==> config.mk <==
export PLATFORM = sky130hd
export DESIGN_NAME = vga_timing_gen
export DESIGN_NICKNAME = d
export VERILOG_FILES = /design/src/rtl/vga_timing_gen.sv
export SDC_FILE = /design/constraint.sdc
export NUM_CORES = 1
export LEC_CHECK = 0
export CAP_MARGIN = 0
export CORE_UTILIZATION = 39
export DETAILED_ROUTE_END_ITERATION = 16
export GPL_TIMING_DRIVEN = 0
export PLACE_DENSITY_LB_ADDON = 0.2
export SLEW_MARGIN = 40
export SYNTH_ARGS = -nofsm -noshare
export SYNTH_HDL_FRONTEND = slang
export SYNTH_SLANG_ARGS = --single-unit
==> constraint.sdc <==
create_clock -name iclk -period 6 [get_ports iclk]
set_input_delay 0.9 -clock iclk [delete_from_list [all_inputs] [get_ports iclk]]
set_output_delay 0.9 -clock iclk [all_outputs]
set_load 0.05 [all_outputs]
==> src/rtl/vga_timing_gen.sv <==
// vga_timing_gen: parametrised raster timing generator with registered outputs, strobes and frame count
module vga_timing_gen #(
  parameter int H_ACTIVE = 640,
  parameter int H_FP     = 16,
  parameter int H_SYNC   = 96,
  parameter int H_BP     = 48,
  parameter int V_ACTIVE = 480,
  parameter int V_FP     = 10,
  parameter int V_SYNC   = 2,
  parameter int V_BP     = 33,
  parameter bit HS_POL   = 1'b0,
  parameter bit VS_POL   = 1'b0,
  parameter int CW       = 10,
  parameter int FCW      = 16
) (
  input  logic           iclk,
  input  logic           irst,
  input  logic           ien,
  output logic           oVGA_HS,
  output logic           oVGA_VS,
  output logic           oActive,
  output logic [CW-1:0]  oX,
  output logic [CW-1:0]  oY,
  output logic           oLineStart,
  output logic           oFrameStart,
  output logic [FCW-1:0] oFrameCnt
);
  localparam logic [CW-1:0] H_LAST   = CW'(H_ACTIVE + H_FP + H_SYNC + H_BP - 1);
  localparam logic [CW-1:0] V_LAST   = CW'(V_ACTIVE + V_FP + V_SYNC + V_BP - 1);
  localparam logic [CW-1:0] H_VIS    = CW'(H_ACTIVE - 1);
  localparam logic [CW-1:0] V_VIS    = CW'(V_ACTIVE - 1);
  localparam logic [CW-1:0] HS_FIRST = CW'(H_ACTIVE + H_FP);
  localparam logic [CW-1:0] HS_LAST  = CW'(H_ACTIVE + H_FP + H_SYNC - 1);
  localparam logic [CW-1:0] VS_FIRST = CW'(V_ACTIVE + V_FP);
  localparam logic [CW-1:0] VS_LAST  = CW'(V_ACTIVE + V_FP + V_SYNC - 1);
  logic [CW-1:0] h, v;
  logic h_wrap, v_wrap, act, hs_on, vs_on;
  // Decode the current pre-increment position; inclusive upper bounds avoid overflowing CW
  always_comb begin
    h_wrap = h == H_LAST;
    v_wrap = v == V_LAST;
    act    = h <= H_VIS && v <= V_VIS;
    hs_on  = h >= HS_FIRST && h <= HS_LAST;
    vs_on  = v >= VS_FIRST && v <= VS_LAST;
  end
  // Advance counters and register decodes on enabled edges; strobes clear on every other edge
  always_ff @(posedge iclk) begin
    if (irst) begin
      h           <= '0;
      v           <= '0;
      oFrameCnt   <= '0;
      oActive     <= 1'b0;
      oX          <= '0;
      oY          <= '0;
      oLineStart  <= 1'b0;
      oFrameStart <= 1'b0;
      oVGA_HS     <= ~HS_POL;
      oVGA_VS     <= ~VS_POL;
    end else begin
      oLineStart  <= 1'b0;
      oFrameStart <= 1'b0;
      if (ien) begin
        h <= h_wrap ? '0 : h + 1'b1;
        if (h_wrap) v <= v_wrap ? '0 : v + 1'b1;
        if (h_wrap && v_wrap) oFrameCnt <= oFrameCnt + 1'b1;
        oActive     <= act;
        oX          <= act ? h : '0;
        oY          <= act ? v : '0;
        oVGA_HS     <= hs_on ? HS_POL : ~HS_POL;
        oVGA_VS     <= vs_on ? VS_POL : ~VS_POL;
        oLineStart  <= h == '0;
        oFrameStart <= h == '0 && v == '0;
      end
    end
  end
endmodule

==> metrics.cfg <==
[worst_setup_path]
slowest_stage=clkdlybuf4s50_1
path_cells=clkdlybuf4s50_1
worstPathRequired_ns=5.10
rr_endpoint=oFrameCnt[14]
r2r-start=h[0]
max_stage_delay_ns=0.85
path_buf_inv=1
cp_data_arrival_time_ns=1.65
critPathKind=flop to output pin
crit_path_start_kind=flop
cp-end-kind=output pin
regToRegSetupSlack_ns=3.68
startpoint=oFrameCnt[2]
rr_worst_depth=8
cpLargestDelayFamily=buffers and inverters
crit_fanout=8

[worst_hold_path]
holdPathEnd=oVGA_HS
hold_class=flop to flop
min_path_cells=1
hp-start=oVGA_HS

[yosys]
yosys_warnings=0
avgSynthCellArea_um2=8.80
synth_top_area_cell=dfxtp_1
syn_nets=317
synthTopCellsByArea=dfxtp_1 45%, nor2_1 5.4%, a22oi_1 5.3%, or4_1 5.0%, o31ai_1 4.4%
synth_ff_type=dfxtp_1
synth-seq-area-share=0.451
yosysMostFrequentCell=dfxtp_1
synth_edf_count=0
synth_top_area_frac=0.451
syn_area_um2=2710
ys_types=33
yosys-top-cells-count=61 x dfxtp_1, 39 x nor2_1, 22 x a21oi_1
async_flop_share=0
ys_ff_latch=61
postSynthCellCount=308

[placement]
gp_congestion=0.830
placed_cells=429
place_hpwl_mm=4.55
port_buffers=41
place_area_um2=3220

[pwr]
sw_frac_of_total=0.218
powerDensity_nw_per_um2=251
peakVddDrop_mv=0.115
sequentialPowerShare=0.477
p_switching_mw=0.189
p_int_mw=0.675
power_frac_clock=0.479
p_comb_frac=0.044
leakage_nw=1.20

[clock_tree]
clkSinkCount=61
cts_resized=0
clk_latency_ns=0.34
clockRootBuffer=clkbuf_8
tritoncts=built
h-tree-depth=3
clk_pin_slew_ns=0.07
cts_buffer_depth=2
post_cts_buffers=0
cts_hold_buf=0
numCtsBuffers=9

[timing]
timing.fmax_ghz=0.392
finalCritPeriodShare=0.425
tightest_slew_ns=0.511
finalCriticalPeriod_ns=2.55
maxSlewViolCount=0
rsz0062_at_grt=no
setup_viol=0
tns_ns=0
slew_headroom=0.658
final-hold-violation-count=0
holdWs_ns=0.471
fin_skew_ns=0.00851

[layout]
n_antenna_cell=0
final_area_um2=3450
instances_no_fill=445
fillCellCount=656
drive_above_1_share=0.0767
nets=369
area_delta_synth_final_pct=27.1

[detailed_routing]
vias=2458
first_pass_iters=4
drcViolationCount=0
ant_nets=0
drt-total-wl_mm=6.68
drt_iter0_markers=90
viasPerCell=5.52
routedWlPerCell_um=15.0

[die]
row_count=30
die_height_um=85.4
die_w_um=85.4
initial_utilization=0.401
dieArea_um2=7290
pin_count=44
core_um2=6760

[outcome]
status=finished clean

[global_route]
grt_pass1_vias=2276
grt_busiest_layer=met2
antenna_found_initial=0
grt-ovfl-total=0
grt_use_total=0.199
grt_max_degree=11
met1_usage=0.254
met3_usage=0.0525
grt_pass1_wl_mm=11.2
met2_usage=0.312

[job]
cap_viol_max_count=0

[worst max-delay path by stage]
stage / cells past startpoint / slack [ns] / endpoint
final: 1 / 3.45 / oFrameCnt[2]
after CTS: 1 / 3.45 / oFrameCnt[2]
after global routing: 8 / 3.33 / oFrameCnt[14]
after detailed placement: 8 / 3.18 / oFrameCnt[14]
after global placement: 8 / 3.20 / oFrameCnt[10]
after floorplan: 7 / 3.59 / oFrameCnt[12]
[power groups by stage]
stage                     Sequential [mW]  Clock, mW  Combinational [mW]
after floorplan                     0.429          0              0.0179
after global placement              0.421          0              0.0379
after detailed placement            0.421          0              0.0382
after CTS                           0.412      0.426              0.0383
after global routing                0.413      0.443              0.0410
final                               0.412      0.414              0.0380
[registers in the layout (all words and copies together), names as in the netlist, 10 cells and up]
name       cells
oFrameCnt     16
oY            10
oX            10
v             10
h             10
[placed cells by master (no fill, tap or decap), drive strengths merged, types with 3 or more instances in the layout]
cell type,n
nand3,17
nor4,5
nor3,3
or4,18
nand4,9
and3,4
a22oi,19
xor2,7
o21ai,7
clkbuf,29
nand2,7
a21oi,22
ha,6
inv,8
or3,4
dfxtp,61
clkdlybuf4s50,41
nor2,39
o31ai,16
xnor2,6
and4,6
buf,10
[metal layers]
metal,up-vias,wire (um)
met5,-,0
met4,0,65
met3,6,322
met2,58,3070
met1,1158,3220
li1,1236,-
[through the flow]
step / power (mW) / setup slack, ns / utilization
floorplan: 0.447 / 3.59 / -
global placement: 0.459 / 3.20 / 0.477
detailed placement: 0.459 / 3.18 / 0.477
CTS: 0.877 / 3.45 / 0.510
global route: 0.896 / 3.33 / 0.510
finish: 0.864 / 3.45 / 0.510
[cells by family after synthesis]
family	synth area share
simple gates	0.260
compound gates	0.159
flops	0.451
buf+inv	0.0531
xor+xnor	0.0420
fa+ha+maj	0.0277
mux	0.00739
[final cells by class]
type | count | area (um2) | area share
multi-input combinational | 212 | 1350 | 0.390
clock inverter | 4 | 70.1 | 0.0203
clock buffer | 12 | 155 | 0.0450
timing repair buffer | 41 | 410 | 0.119
tap | 80 | 100 | 0.0290
inverter | 8 | 30.0 | 0.00871
sequential | 61 | 1220 | 0.354
buffer | 27 | 114 | 0.0330
Note: power is estimated with default switching activity, not from simulation.
